===== src/rtl/radix4_issue.sv =====
// radix4_issue: operand FIFO + issue sequencer for an iterative radix-4 multiplier.
// Ports: s_* operand stream in, m_* multiplier side, r_* held result out, level = FIFO occupancy.
module radix4_issue #(
  parameter int WIDTH = 32,
  parameter int DEPTH = 4
) (
  input  logic                     clk,
  input  logic                     reset_n,
  input  logic                     s_valid,
  output logic                     s_ready,
  input  logic [WIDTH-1:0]         s_a,
  input  logic [WIDTH-1:0]         s_b,
  output logic                     m_nd,
  output logic [WIDTH-1:0]         m_a,
  output logic [WIDTH-1:0]         m_b,
  input  logic [2*WIDTH-1:0]       m_q,
  input  logic                     m_valid,
  output logic                     r_valid,
  input  logic                     r_ready,
  output logic [2*WIDTH-1:0]       r_q,
  output logic [$clog2(DEPTH):0]   level
);

  localparam int AW = $clog2(DEPTH);
  localparam int LW = AW + 1;

  typedef enum logic [2:0] {
    S_IDLE,
    S_ISSUE,
    S_WAIT_LO,
    S_WAIT_HI,
    S_HOLD
  } state_t;

  state_t r_state;

  logic [2*WIDTH-1:0] r_mem [DEPTH];
  logic [AW-1:0]      r_wptr;
  logic [AW-1:0]      r_rptr;
  logic [LW-1:0]      r_level;

  logic               w_full;
  logic               w_empty;
  logic               w_push;
  logic               w_pop;
  logic               w_consume;
  logic [2*WIDTH-1:0] w_head;

  assign w_full    = (r_level == LW'(DEPTH));
  assign w_empty   = (r_level == '0);
  assign s_ready   = !w_full;
  assign level     = r_level;
  assign w_push    = s_valid && !w_full;
  assign w_consume = (r_state == S_HOLD) && r_valid && r_ready;
  // Pop happens only on the edge that enters ISSUE.
  assign w_pop     = !w_empty &&
                     (((r_state == S_IDLE) && !r_valid) || w_consume);
  assign w_head    = r_mem[r_rptr];

  always_ff @(posedge clk) begin
    if (w_push) begin
      r_mem[r_wptr] <= {s_a, s_b};
    end
  end

  always_ff @(posedge clk or negedge reset_n) begin
    if (!reset_n) begin
      r_wptr  <= '0;
      r_rptr  <= '0;
      r_level <= '0;
    end else begin
      if (w_push) begin
        r_wptr <= r_wptr + 1'b1;
      end
      if (w_pop) begin
        r_rptr <= r_rptr + 1'b1;
      end
      unique case ({w_push, w_pop})
        2'b10:   r_level <= r_level + 1'b1;
        2'b01:   r_level <= r_level - 1'b1;
        default: r_level <= r_level;
      endcase
    end
  end

  always_ff @(posedge clk or negedge reset_n) begin
    if (!reset_n) begin
      r_state <= S_IDLE;
      m_nd    <= 1'b0;
      m_a     <= '0;
      m_b     <= '0;
      r_valid <= 1'b0;
      r_q     <= '0;
    end else begin
      m_nd <= 1'b0;
      unique case (r_state)
        S_IDLE: begin
          if (w_pop) begin
            r_state <= S_ISSUE;
            m_nd    <= 1'b1;
            m_a     <= w_head[2*WIDTH-1:WIDTH];
            m_b     <= w_head[WIDTH-1:0];
          end
        end
        S_ISSUE: begin
          r_state <= S_WAIT_LO;
        end
        // A level-style valid left over from the last result must drop first.
        S_WAIT_LO: begin
          if (!m_valid) begin
            r_state <= S_WAIT_HI;
          end
        end
        S_WAIT_HI: begin
          if (m_valid) begin
            r_q     <= m_q;
            r_valid <= 1'b1;
            r_state <= S_HOLD;
          end
        end
        S_HOLD: begin
          if (w_consume) begin
            r_valid <= 1'b0;
            if (w_pop) begin
              r_state <= S_ISSUE;
              m_nd    <= 1'b1;
              m_a     <= w_head[2*WIDTH-1:WIDTH];
              m_b     <= w_head[WIDTH-1:0];
            end else begin
              r_state <= S_IDLE;
            end
          end
        end
        default: begin
          r_state <= S_IDLE;
        end
      endcase
    end
  end

endmodule

===== config.mk =====
export PLATFORM = sky130hd
export DESIGN_NAME = radix4_issue
export DESIGN_NICKNAME = d
export VERILOG_FILES = /design/src/rtl/radix4_issue.sv
export SDC_FILE = /design/constraint.sdc
export NUM_CORES = 1
export LEC_CHECK = 0
export CAP_MARGIN = 5
export CORE_MARGIN = 1.5
export CORE_UTILIZATION = 52
export DETAILED_ROUTE_END_ITERATION = 8
export GPL_ROUTABILITY_DRIVEN = 0
export HOLD_SLACK_MARGIN = 0.02
export PLACE_DENSITY = 0.79
export RECOVER_POWER = 25
export SYNTH_ARGS = -nofsm -noshare
export SYNTH_HDL_FRONTEND = slang
export SYNTH_SLANG_ARGS = --single-unit

===== constraint.sdc =====
create_clock -name clk -period 3.6 [get_ports clk]
set_input_delay 0.36 -clock clk [delete_from_list [all_inputs] [get_ports clk]]
set_output_delay 0.36 -clock clk [all_outputs]
set_load 0.02 [all_outputs]

==> flow_summary_export.csv <==
group,metric,value,unit
drt,drtPass1Iterations,5,
timing,setup_ws,1.390,ns
timing,drv_slew,0,
setup_path,cp_data_required_time,3.24,ns
pwr,powerDensity,860.9,nW/um^2
grt,grt_pass1_vias,7650,
timing,slew_headroom,31.37,%
setup_path,cp-end-kind,"output port",
placed_design,dpl.hpwl,17.67,mm
pwr,vdd_drop_max,0.0005959,V
setup_path,critPathTopFamily,"buffers and inverters",
logic_synthesis,avgSynthCellArea,22.03,sq um
grt,antenna_found_initial,6,
pwr,power.leakage,6.919,nW
logic_synthesis,syn_area,14560,sq um
clock_network,ctsHtreeMaxLevel,2,
drt,ant_nets,0,
floorplan,top_level_ports,267,
final_layout,final_net_count,1094,
drt,wirelength,29.08,mm
floorplan,initial_core_util,52.56,%
grt,grt_pass1_wl,43.70,mm
clock_network,cts_made_buffers,39,
final_layout,area_delta_synth_final,30.84,%
grt,track_usage,20.31,%
timing,whs,0.4507,ns
timing,finalCriticalPeriod,2.210,ns
setup_path,worstPathCellList,"inv_1 -> nand3_1 -> clkdlybuf4s50_1",
logic_synthesis,netlist_instances,661,
timing,setup_viol,0,
logic_synthesis,seq_area_frac_synth,76.85,%
final_layout,finalNonFillerCells,1368,
setup_path,critPathSlowestCell,"clkdlybuf4s50_1",
clock_network,clockRootBuffer,"clkbuf_16",
floorplan,core_area,27710,sq um
floorplan,fp.dieW,170.3,um
setup_path,crit_buf_inv,2,
final_layout,drive_above_1_share,27.18,%
setup_path,worst_setup_path_start_kind,"flip-flop",
drt,vias_per_cell,5.309,
clock_network,hold_buffers,1,
logic_synthesis,syn-num-nets,800,
floorplan,rows,61,
placed_design,dp.cells,1291,
timing,period_share,61.39,%
setup_path,worstPathMaxFanout,6,
logic_synthesis,synth-seq-cells,396,
drt,drt_iter0_drc,338,
timing,worst_pin_slew,1.029,ns
setup_path,cp.arrival,1.85,ns
clock_network,clock-sinks,396,
floorplan,die_y,170.3,um
logic_synthesis,synth-warning-count,0,
status,status,"finished, final reports clean",
drt,drc,0,
timing,rsz0062_at_grt,"no",
setup_path,crit_type,"reg2out",
clock_network,clk_latency,0.53,ns
pwr,total_power,16.40,mW
timing,max_freq,452.5,MHz
clock_network,cts_buffer_depth,3,
clock_network,cts_tree,"built",
drt,wire_per_inst,21.26,um
grt,grt_max_degree,86,
floorplan,die_area,29020,sq um
drt,routed-via-count,7263,
clock_network,post_cts_buffers,0,
grt,grt_overflow,0,
placed_design,io_buffers,266,
timing,tns,0,ns
setup_path,max_stage_delay,0.64,ns
timing,hold_violations,0,
logic_synthesis,synth.distinct_cells,29,
clock_network,clkTransAtPathRegs,0.06,ns
clock_network,cts_resized,0,
run,drv_cap,0,
timing,finalClockSkew,0.01570,ns
placed_design,place_ws,1.107,ns
worst_hold_path,hp-class,"in2reg",
## where the power goes
part	leakage (nW)	switching (mW)	internal [mW]	total (mW)
Sequential	4.04	0.772	6.28	7.05
Combinational	2.24	2.43	2.85	5.28
Clock	0.635	1.63	2.44	4.07
Total	6.92	4.83	11.6	16.4
## cell type report
cell class	count	area [sq um]
Sequential cell	396	11200
Tap cell	378	473.0
Inverter	6	22.52
Antenna cell	4	10.01
Fill cell	1764	8652
Timing Repair Buffer	281	2829
Multi-Input combinational cell	231	3219
Clock buffer	49	1055
Clock inverter	23	246.5
## cells by family (layout without fill, tap and decap cells)
logic type	count (synthesis)	count (layout)	share of synthesized area, %
DFF	396	396	76.85
muxes	194	194	19.94
buffers and inverters	34	359	1.203
and+or+nand+nor	23	23	0.9710
adders and majority gates	6	6	0.5671
xor gates and xnor gates	6	6	0.3609
AOI/OAI and AO/OA	2	2	0.1117
other	0	4	0
## layer usage
| metal | up-vias | wire [um] | GRT usage (%) | part of all wire, % |
|---|---|---|---|---|
| met1 | 3748 | 11260 | 24.50 | 39 |
| li1 | 3210 | - | - | - |
| met4 | 2 | 489 | 5.271 | 1.7 |
| met3 | 42 | 2440 | 6.023 | 8.4 |
| met5 | - | 7 | 0 | 0.024 |
| met2 | 261 | 14880 | 35.78 | 51 |
## per-stage QoR
step / utilization (%) / cell area, sq um
after floorplan: - / 14560
after global placement: 64.00 / 17730
after detailed placement: 64.00 / 17730
after CTS: 68.74 / 19040
after global routing: 68.75 / 19050
final: 68.77 / 19050
## placed cells by master (no fill, tap or decap), types with 5 or more instances in the layout
master	Yosys	final
mux2_2	123	123
clkinv_1	0	9
dfrtp_1	140	138
edfxtp_1	256	256
nand2_1	5	5
clkinv_2	0	6
clkbuf_16	0	40
bufinv_16	0	5
inv_1	6	6
mux2_1	6	6
dlygate4sd3_1	0	61
mux4_2	64	64
clkdlybuf4s50_1	0	205
ha_1	5	5
clkbuf_1	7	7
buf_4	1	10
## Yosys cell counts, drive strengths merged
| master | n | area share (%) |
|---|---|---|
| a21boi | 1 | 0.077 |
| and2 | 1 | 0.043 |
| fa | 1 | 0.14 |
| nand2b | 1 | 0.043 |
| buf | 21 | 0.87 |
| nor2b | 1 | 0.043 |
| o21ai | 1 | 0.034 |
| mux2 | 129 | 10 |
| nand2 | 5 | 0.13 |
| xnor2 | 3 | 0.18 |
| nor2 | 3 | 0.077 |
| dfrtp | 140 | 24 |
| mux2i | 1 | 0.069 |
| ha | 5 | 0.43 |
| nor4b | 2 | 0.22 |
| nor3b | 1 | 0.052 |
| nor3 | 2 | 0.069 |
| clkbuf | 7 | 0.18 |
| and3 | 5 | 0.21 |
| inv | 6 | 0.15 |
| nand3 | 1 | 0.034 |
| edfxtp | 256 | 53 |
| or2 | 1 | 0.043 |
| mux4 | 64 | 9.9 |
| xor2 | 3 | 0.18 |
## registers in the layout, indices dropped and copies added (netlist names)
signal / flops
r_wptr: 2
r_valid: 1
r_mem: 256
r_state: 3
r_q: 64
m_b: 32
m_a: 32
m_nd: 1
level: 3
r_rptr: 2
## worst paths after layout
| check | startpoint | endpoint | slack, ns | depth (start not counted) |
|---|---|---|---|---|
| setup / recovery | level[0]$_DFFE_PN0P_ | s_ready | 1.39 | 3 |
| hold / removal | m_q[0] | r_q[0]$_DFFE_PN0P_ | 0.45 | 2 |
| setup reg to reg | level[1]$_DFFE_PN0P_ | level[2]$_DFFE_PN0P_ | 1.42 | 10 |
| hold reg to reg | m_b[11]$_DFFE_PN0P_ | m_b[11]$_DFFE_PN0P_ | 0.49 | 1 |
| max in group asynchronous | reset_n | m_a[22]$_DFFE_PN0P_ | 2.21 | 3 |
| min in group asynchronous | reset_n | m_b[16]$_DFFE_PN0P_ | 0.46 | 2 |
No activity file was read; power rests on OpenSTA's default activity.
